===== config.mk =====
export PLATFORM = sky130hd
export DESIGN_NAME = instr_encoder
export DESIGN_NICKNAME = d
export VERILOG_FILES = /design/src/rtl/instr_encoder_pkg.sv /design/src/rtl/enc_fifo.sv /design/src/rtl/instr_encoder.sv
export SDC_FILE = /design/constraint.sdc
export NUM_CORES = 1
export LEC_CHECK = 0
export ABC_CLOCK_PERIOD_IN_PS = 3800
export CAP_MARGIN = 20
export CORE_ASPECT_RATIO = 1.2
export CORE_UTILIZATION = 35
export CTS_CLUSTER_SIZE = 10
export DETAILED_ROUTE_END_ITERATION = 8
export MAX_ROUTING_LAYER = met4
export PLACE_DENSITY = 0.58
export SKIP_CTS_REPAIR_TIMING = 1
export SLEW_MARGIN = 10
export SYNTH_ARGS = -nofsm -noshare
export SYNTH_HDL_FRONTEND = slang
export SYNTH_SLANG_ARGS = --single-unit

===== constraint.sdc =====
create_clock -name clk -period 3.8 [get_ports clk]
set_clock_uncertainty 0.05 [all_clocks]
set_input_delay 0.38 -clock clk [delete_from_list [all_inputs] [get_ports clk]]
set_output_delay 0.38 -clock clk [all_outputs]
set_load 0.02 [all_outputs]

===== src/rtl/instr_encoder_pkg.sv =====
// Shared RV32IM encoding constants, request class codes and op-code decode helpers.
// Used by the encoder and by the matching decoder.
package instr_encoder_pkg;

  localparam logic [6:0] OPC_OP     = 7'b0110011;
  localparam logic [6:0] OPC_OP_IMM = 7'b0010011;
  localparam logic [6:0] OPC_LOAD   = 7'b0000011;
  localparam logic [6:0] OPC_STORE  = 7'b0100011;
  localparam logic [6:0] OPC_BRANCH = 7'b1100011;
  localparam logic [6:0] OPC_JAL    = 7'b1101111;
  localparam logic [6:0] OPC_JALR   = 7'b1100111;

  typedef enum logic [2:0] {
    CLS_REG    = 3'd0,
    CLS_IMM    = 3'd1,
    CLS_LOAD   = 3'd2,
    CLS_STORE  = 3'd3,
    CLS_BRANCH = 3'd4,
    CLS_JAL    = 3'd5,
    CLS_JALR   = 3'd6,
    CLS_MUL    = 3'd7
  } cls_e;

  localparam logic [4:0] ALU_ADD  = 5'd0;
  localparam logic [4:0] ALU_SUB  = 5'd1;
  localparam logic [4:0] ALU_AND  = 5'd2;
  localparam logic [4:0] ALU_OR   = 5'd3;
  localparam logic [4:0] ALU_XOR  = 5'd4;
  localparam logic [4:0] ALU_SLL  = 5'd5;
  localparam logic [4:0] ALU_SRL  = 5'd6;
  localparam logic [4:0] ALU_SRA  = 5'd7;
  localparam logic [4:0] ALU_SLTU = 5'd8;
  localparam logic [4:0] ALU_SLT  = 5'd9;

  localparam logic [4:0] BR_BEQ  = 5'd0;
  localparam logic [4:0] BR_BNE  = 5'd1;
  localparam logic [4:0] BR_BLT  = 5'd2;
  localparam logic [4:0] BR_BGE  = 5'd3;
  localparam logic [4:0] BR_BLTU = 5'd4;
  localparam logic [4:0] BR_BGEU = 5'd5;

  localparam logic [4:0] MUL_FIRST = 5'h0A;
  localparam logic [4:0] MUL_LAST  = 5'h11;

  localparam logic [6:0] F7_BASE = 7'b0000000;
  localparam logic [6:0] F7_ALT  = 7'b0100000;
  localparam logic [6:0] F7_MUL  = 7'b0000001;

  typedef struct packed {
    logic [2:0] f3;
    logic       alt;
    logic       ok;
  } alu_dec_t;

  function automatic alu_dec_t alu_decode(input logic [4:0] op);
    alu_dec_t d;
    d = '{f3: 3'b000, alt: 1'b0, ok: 1'b1};
    case (op)
      ALU_ADD:  d.f3 = 3'b000;
      ALU_SUB:  d.alt = 1'b1;
      ALU_AND:  d.f3 = 3'b111;
      ALU_OR:   d.f3 = 3'b110;
      ALU_XOR:  d.f3 = 3'b100;
      ALU_SLL:  d.f3 = 3'b001;
      ALU_SRL:  d.f3 = 3'b101;
      ALU_SRA:  begin d.f3 = 3'b101; d.alt = 1'b1; end
      ALU_SLTU: d.f3 = 3'b011;
      ALU_SLT:  d.f3 = 3'b010;
      default:  d.ok = 1'b0;
    endcase
    return d;
  endfunction

  function automatic logic [2:0] br_funct3(input logic [4:0] op);
    case (op)
      BR_BEQ:  return 3'b000;
      BR_BNE:  return 3'b001;
      BR_BLT:  return 3'b100;
      BR_BGE:  return 3'b101;
      BR_BLTU: return 3'b110;
      BR_BGEU: return 3'b111;
      default: return 3'b000;
    endcase
  endfunction

endpackage


===== src/rtl/enc_fifo.sv =====
// Output word FIFO for the instruction encoder; zero is presented while empty.
module enc_fifo #(
  parameter int DEPTH = 4,
  parameter int WIDTH = 32
) (
  input  logic             clk,
  input  logic             rst,
  input  logic             push,
  input  logic [WIDTH-1:0] din,
  input  logic             pop,
  output logic [WIDTH-1:0] dout,
  output logic             full,
  output logic             empty
);

  localparam int AW = (DEPTH > 1) ? $clog2(DEPTH) : 1;

  logic [WIDTH-1:0] mem [DEPTH];
  logic [AW-1:0]    wr_ptr;
  logic [AW-1:0]    rd_ptr;
  logic [AW:0]      count;
  logic             do_push;
  logic             do_pop;

  function automatic logic [AW-1:0] next_ptr(input logic [AW-1:0] p);
    return (p == AW'(DEPTH - 1)) ? '0 : p + 1'b1;
  endfunction

  assign do_push = push & ~full;
  assign do_pop  = pop & ~empty;
  assign full    = (count == (AW+1)'(DEPTH));
  assign empty   = (count == '0);
  assign dout    = empty ? '0 : mem[rd_ptr];

  always_ff @(posedge clk) begin
    if (rst) begin
      wr_ptr <= '0;
      rd_ptr <= '0;
      count  <= '0;
    end else begin
      if (do_push) wr_ptr <= next_ptr(wr_ptr);
      if (do_pop)  rd_ptr <= next_ptr(rd_ptr);
      case ({do_push, do_pop})
        2'b10:   count <= count + 1'b1;
        2'b01:   count <= count - 1'b1;
        default: count <= count;
      endcase
    end
  end

  // Storage is not reset; the empty flag masks stale contents.
  always_ff @(posedge clk) begin
    if (do_push) mem[wr_ptr] <= din;
  end

endmodule


===== src/rtl/instr_encoder.sv =====
// Turns structured instruction requests into RV32IM words, queues them and
// hands them to the instruction-memory writer with sequential byte addresses.
module instr_encoder
  import instr_encoder_pkg::*;
#(
  parameter logic [31:0] BASE_ADDR  = 32'h0,
  parameter int          IMEM_WORDS = 256,
  parameter int          DEPTH      = 4
) (
  input  logic        clk,
  input  logic        rst,
  input  logic        in_valid,
  output logic        in_ready,
  input  logic [2:0]  in_class,
  input  logic [4:0]  in_op,
  input  logic [4:0]  in_rd,
  input  logic [4:0]  in_rs1,
  input  logic [4:0]  in_rs2,
  input  logic [31:0] in_imm,
  output logic        out_valid,
  input  logic        out_ready,
  output logic [31:0] out_instr,
  output logic [31:0] out_addr,
  output logic        err,
  input  logic        err_clr,
  output logic [15:0] word_count
);

  localparam int AW = (IMEM_WORDS > 1) ? $clog2(IMEM_WORDS) : 1;

  cls_e        cls;
  alu_dec_t    alu;
  logic        is_shift;
  logic [31:0] instr;
  logic        legal;
  logic        accept;
  logic        push;
  logic        pop;
  logic        full;
  logic        empty;
  logic [AW-1:0] widx;
  logic        unused_imm_hi;

  assign cls           = cls_e'(in_class);
  assign unused_imm_hi = ^in_imm[31:21];

  always_comb begin
    instr    = '0;
    legal    = 1'b0;
    alu      = alu_decode(in_op);
    is_shift = (in_op == ALU_SLL) || (in_op == ALU_SRL) || (in_op == ALU_SRA);
    case (cls)
      CLS_REG: begin
        legal = alu.ok;
        instr = {alu.alt ? F7_ALT : F7_BASE, in_rs2, in_rs1, alu.f3, in_rd, OPC_OP};
      end
      CLS_IMM: begin
        legal = alu.ok && (in_op != ALU_SUB);
        if (is_shift)
          instr = {alu.alt ? F7_ALT : F7_BASE, in_imm[4:0], in_rs1, alu.f3, in_rd, OPC_OP_IMM};
        else
          instr = {in_imm[11:0], in_rs1, alu.f3, in_rd, OPC_OP_IMM};
      end
      CLS_LOAD: begin
        legal = (in_op == 5'd0) || (in_op == 5'd1) || (in_op == 5'd2) ||
                (in_op == 5'd4) || (in_op == 5'd5);
        instr = {in_imm[11:0], in_rs1, in_op[2:0], in_rd, OPC_LOAD};
      end
      CLS_STORE: begin
        legal = (in_op <= 5'd2);
        instr = {in_imm[11:5], in_rs2, in_rs1, in_op[2:0], in_imm[4:0], OPC_STORE};
      end
      CLS_BRANCH: begin
        legal = (in_op <= BR_BGEU);
        instr = {in_imm[12], in_imm[10:5], in_rs2, in_rs1, br_funct3(in_op),
                 in_imm[4:1], in_imm[11], OPC_BRANCH};
      end
      CLS_JAL: begin
        legal = 1'b1;
        instr = {in_imm[20], in_imm[10:1], in_imm[11], in_imm[19:12], in_rd, OPC_JAL};
      end
      CLS_JALR: begin
        legal = 1'b1;
        instr = {in_imm[11:0], in_rs1, 3'b000, in_rd, OPC_JALR};
      end
      CLS_MUL: begin
        legal = (in_op >= MUL_FIRST) && (in_op <= MUL_LAST);
        instr = {F7_MUL, in_rs2, in_rs1, 3'(in_op - MUL_FIRST), in_rd, OPC_OP};
      end
    endcase
  end

  // Illegal requests are consumed but never reach the queue.
  assign accept    = in_valid & in_ready;
  assign push      = accept & legal;
  assign pop       = out_valid & out_ready;
  assign in_ready  = ~full;
  assign out_valid = ~empty;

  enc_fifo #(
    .DEPTH (DEPTH),
    .WIDTH (32)
  ) u_fifo (
    .clk   (clk),
    .rst   (rst),
    .push  (push),
    .din   (instr),
    .pop   (pop),
    .dout  (out_instr),
    .full  (full),
    .empty (empty)
  );

  assign out_addr = BASE_ADDR + (32'(widx) << 2);

  always_ff @(posedge clk) begin
    if (rst) begin
      widx       <= '0;
      word_count <= '0;
    end else if (pop) begin
      widx <= (widx == AW'(IMEM_WORDS - 1)) ? '0 : widx + 1'b1;
      if (word_count != 16'hFFFF) word_count <= word_count + 16'd1;
    end
  end

  always_ff @(posedge clk) begin
    if (rst)                    err <= 1'b0;
    else if (err_clr)           err <= 1'b0;
    else if (accept && !legal)  err <= 1'b1;
  end

endmodule


==> impl_metrics.toml <==
[pwr]
powerDensity_mw_per_mm2 = 555
seq_power_share = 0.393
switching_share = 0.296
total_power_mw = 5.08
p_leak_nw = 3.08
ir_drop_mv = 0.348
switching_power_mw = 1.50
combPwrFrac = 0.284
clockPowerShare = 0.322
intPower_mw = 3.58

[timing]
finalCritPeriodShare = 0.819
period_minus_slack_ns = 3.11
max_freq_ghz = 0.321
hold_viol = 0
maxSlewHeadroom = 0.351
totalNegativeSetupSlack_ns = 0
worstMarginPinSlew_ns = 0.971
setup_viol = 0
drv_slew = 0
rsz0062_at_grt = "no"

[layout]
most-common-layout-cells = "120 x edfxtp_1, 107 x clkdlybuf4s50_1, 40 x nor2_1"
final_util = 0.453
nets = 717
layout_commonest_cell = "edfxtp_1"
antenna_cells = 0
drive_gt1_frac = 0.152
syn_to_final_growth_pct = 27.3
finalInstanceArea_mm2 = 0.00915

[min_path]
worstHoldEndpoint = "err$_SDFFE_PP0P_"
hp-class = "register to register"
worstHoldStart = "err$_SDFFE_PP0P_"
holdPathStages = 1

[grt]
track_usage = 0.167
grt_max_degree = 32
overflow = 0
grt_pass1_wl_um = 25800
antenna_found_initial = 0
grt_pass1_vias = 4685

[setup_path]
r2r_slack_ns = 1.38
reg2reg_to = "u_fifo.count[2]$_SDFFE_PP0P_"
start_kind = "register"
reg2reg_depth = 8
cp_max_fo = 16
rr_startpoint = "u_fifo.count[0]$_SDFFE_PP0P_"
critPathKind = "register to primary output"
worstPathRequired_ns = 3.37
arrival_ns = 2.68
endpoint_kind = "primary output"

[cts]
cts-buffers-inserted = 17
cts_max_level = 4
cts.reportedPaths.clkPinSlew_ns = 0.06
cts_tree = "yes"
cts_buffer_depth = 2
clock_latency_ns = 0.42
root_buffer = "clkbuf_16"
numClockSinks = 154

[floorplan]
start_util = 0.356
die_w_um = 133
die_area_mm2 = 0.0211
coreArea_mm2 = 0.0202
row_count = 57
die_h_um = 159
ios = 143

[placement]
dpl.hpwl_um = 10900
numPortBuffers = 107
gp_congestion = 0.822
dpl-instance-area_mm2 = 0.00857

[detailed_routing]
via_per_inst = 4.93
drt-total-wl_um = 16300
ant_nets = 0
dr.pass1.iters = 4
wire_per_inst_um = 17.7
drc = 0
num_vias = 4550
drt-initial-drc-count = 229

[logic_synthesis]
synth_flop_cell = "edfxtp_1"
synth-seq-area-share = 0.596
yosys_warnings = 0
synthCells = 527
synthArstFlopShare = 0
avgSynthCellArea_um2 = 13.6
ys_ff_latch = 154
ys_types = 58
synth_area_mm2 = 0.00719
synth_edf_count = 120

[flow_run]
maxCapViolCount = 0

[run_status]
status = "completed"
## through the flow
step / hold slack, ns / std cells / setup slack (ns)
after floorplan: 0.404 / 550 / 0.445
after global placement: 0.410 / 890 / 0.522
after detailed placement: 0.432 / 890 / 0.409
after CTS: 0.447 / 922 / 0.619
after global routing: 0.454 / 922 / 0.524
final: 0.434 / 922 / 0.687
## cell families after synthesis
logic type / count (synthesis) / synth area share
compound gates: 70 / 0.0684
flops: 154 / 0.596
fa+ha+maj: 13 / 0.0237
other cells: 1 / 0.000522
simple gates: 146 / 0.107
buf+inv: 70 / 0.0526
xor+xnor: 27 / 0.0329
mux: 46 / 0.119
## worst max-delay path by stage
stage                                         endpoint  cells after the start
after floorplan            u_fifo.mem[3][10]$_DFFE_PP_                      7
after global placement    u_fifo.count[2]$_SDFFE_PP0P_                     12
after detailed placement  u_fifo.count[2]$_SDFFE_PP0P_                     12
after CTS                                 out_instr[8]                      4
after global routing                     out_instr[12]                      4
final                                     out_instr[5]                      4
## metal layers
layer,share of wire,GRT usage
met3,0.044,0.0382
met1,0.42,0.194
met5,0,-
met4,0.022,0.0637
met2,0.51,0.278
## state kept, by name, summed over array words and instances (netlist names), named ones only
| register | cells |
|---|---|
| u_fifo.mem | 120 |
| word_count | 16 |
| widx | 8 |
| u_fifo.count | 3 |
| u_fifo.rd_ptr | 2 |
| u_fifo.wr_ptr | 2 |
| err | 1 |
## synth_stat cells, types with 5 or more instances
library cell	number	area share
buf_4	27	0.028
xor2_1	22	0.027
nand2_1	15	0.0078
mux4_2	30	0.094
inv_1	20	0.010
clkbuf_1	16	0.0084
edfxtp_1	120	0.50
o21ai_0	13	0.0091
mux2i_1	5	0.0070
nand4_1	8	0.0070
nor2_1	44	0.023
and2_1	7	0.0061
o22ai_1	6	0.0052
o2111ai_1	6	0.0073
a21oi_1	18	0.013
mux2_2	10	0.016
buf_2	5	0.0035
ha_1	12	0.021
nor2b_1	33	0.029
nor3_1	7	0.0049
xnor2_1	5	0.0061
and4_1	5	0.0061
or3_1	5	0.0044
dfxtp_1	34	0.095
nand3_1	8	0.0056
## power groups by stage
stage	Sequential (mW)	Combinational [mW]	Clock (mW)
2_1_floorplan	2.00	0.908	0
3_5_place_dp	2.04	1.46	0
3_3_place_gp	2.03	1.44	0
5_1_grt	2.01	1.56	1.74
6_report	2.00	1.44	1.64
4_1_cts	2.00	1.47	1.67
## layout make-up
type | instances | area, um^2
Clock buffer | 19 | 433
Clock inverter | 13 | 144
Fill cell | 1803 | 11000
Inverter | 20 | 75.1
Multi-Input combinational cell | 326 | 2630
Sequential cell | 154 | 4290
Tap cell | 265 | 332
Timing Repair Buffer | 125 | 1260
## worst max-delay path, stage by stage, from the launching register on
cell and delay, ns:
dfxtp_2 0.75, buf_12 0.27, mux4_2 0.54, nor2b_1 0.15
clkdlybuf4s50_1 0.55
No activity file was read; power rests on OpenSTA's default activity.
==> RTL edit, RTL diff (same settings) <==
`DEPTH` is set to 4 in 2 places; all go to 8.
--- a/src/rtl/enc_fifo.sv
+++ b/src/rtl/enc_fifo.sv
@@ -1,5 +1,5 @@
 // Output word FIFO for the instruction encoder; zero is presented while empty.
 module enc_fifo #(
-  parameter int DEPTH = 4,
+  parameter int DEPTH = 8,
   parameter int WIDTH = 32
 ) (
--- a/src/rtl/instr_encoder.sv
+++ b/src/rtl/instr_encoder.sv
@@ -6,5 +6,5 @@
   parameter logic [31:0] BASE_ADDR  = 32'h0,
   parameter int          IMEM_WORDS = 256,
-  parameter int          DEPTH      = 4
+  parameter int          DEPTH      = 8
 ) (
   input  logic        clk,
Check against the original RTL: not equivalent (Yosys sat finds a counterexample within 10 cycles, from zero or initial values and one cycle with rst high).
==> RTL edit against the original RTL <==
- worst setup slack got worse by 0.20 ns
- wire length up 65%
- non-clock buffer count up 18
- sequential cell count is 124 higher
- cell area increased by 60%
- synthesized cell count up 43%
- total power increased by 73%
- area after synthesis is 67% higher
- sequential power rose by 77%
- critical endpoint is now out_instr[23]
- highest routed layer unchanged
==> RTL edit: results (changes against the original RTL) <==
yosys-top-cells-count: "240 x edfxtp_1, 65 x nor2_1, 60 x mux4_2"
clk_path_buf_depth: 3  # +1
hold_depth: 3  # +2
power.leakage_uw: 0.00471  # +53%
drt_iter0_drc: 451  # +97%
clk_latency_ns: 0.55  # +0.13 ns
grt_max_degree: 31  # -3.1%
rr_startpoint: "u_fifo.count[1]"
grt_pass1_wl_mm: 41.3  # +60%
relSlewSlack: 0.371  # +0.0206
reg2reg_depth: 12  # +4
hp-start: "err_clr"
reg_top3: "u_fifo.mem x240, word_count x16, widx x8"
min_path_type: "input port to register"
layoutNonFillerInstCount: 1347  # +46%
dpl.hpwl_mm: 16.8  # +54%
path_max_fanout: 26  # +10
synth.distinct_cells: 59  # +1.7%
synth_compound_area_frac: 0.0473  # -0.0211
synth-xor-area-share: 0.0168  # -0.0161
avgSynthCellArea_um2: 15.9  # +17%
reg2reg_slack_ns: 1.12  # -0.26 ns
outcome: "completed"
synthMuxAreaShare: 0.152  # +0.0333
arrival_ns: 2.88  # +0.20 ns
grtUsageTotal: 0.162  # -0.00438
synthAdderAreaFrac: 0.0136  # -0.0101
drive_above_1_share: 0.175  # +0.0228
cts_htree_levels: 1  # -3
wirelength_mm: 26.8  # +65%
RTL edit: cell families (layout without fill, tap and decap cells):
kind of cell	count (synthesis)	in the layout
AOI/OAI and AO/OA	82	82
and+or+nand+nor	174	174
DFF	278	278
other	1	24
muxes	106	106
xor gates and xnor gates	23	23
buffers and inverters	75	197
adders and majority gates	13	13
RTL edit: routing by layer:
layer	share of wire	global-route usage	up-vias
met5	0	-	-
met4	0.015	0.0328	0
met3	0.047	0.0205	43
met2	0.50	0.271	200
met1	0.44	0.213	3509
li1	-	-	3157
RTL edit: worst max-delay path: stages (launching register included):
cell,delay (ns)
dfxtp_2,0.81
buf_4,0.31
mux4_2,0.30
mux2i_1,0.26
nor2_1,0.07
clkdlybuf4s50_1,0.56
RTL edit: cell type report:
cell class                      instances  area (um2)
Clock buffer                           41         813
Clock inverter                          1        20.0
Fill cell                            2994       18800
Inverter                               12        50.0
Multi-Input combinational cell        422        3780
Sequential cell                       278        7970
Tap cell                              450         563
Timing Repair Buffer                  143        1450
RTL edit: power breakdown:
group          internal, uW  switching [uW]  leakage, uW
Combinational          1240            1440      0.00182
Clock                  1470            1100     0.000404
Sequential             3440             100      0.00248
RTL edit: metrics by stage:
stage | hold slack [ns] | TNS (ns)
floorplan | 0.404 | -52.52
global placement | 0.402 | 0
detailed placement | 0.408 | 0
CTS | 0.397 | 0
global route | 0.419 | 0
finish | 0.414 | 0
RTL edit: worst max path at each step:
stage	startpoint	end	slack (ns)	cells past startpoint
global placement	in_op[1]	u_fifo.count[2]	0.22	14
global route	register	out_instr[23]	0.38	5
CTS	register	out_instr[23]	0.43	5
floorplan	in_op[2]	u_fifo.mem[6][10]	-0.60	8
detailed placement	in_op[1]	u_fifo.count[2]	0.20	14
finish	register	out_instr[23]	0.49	5
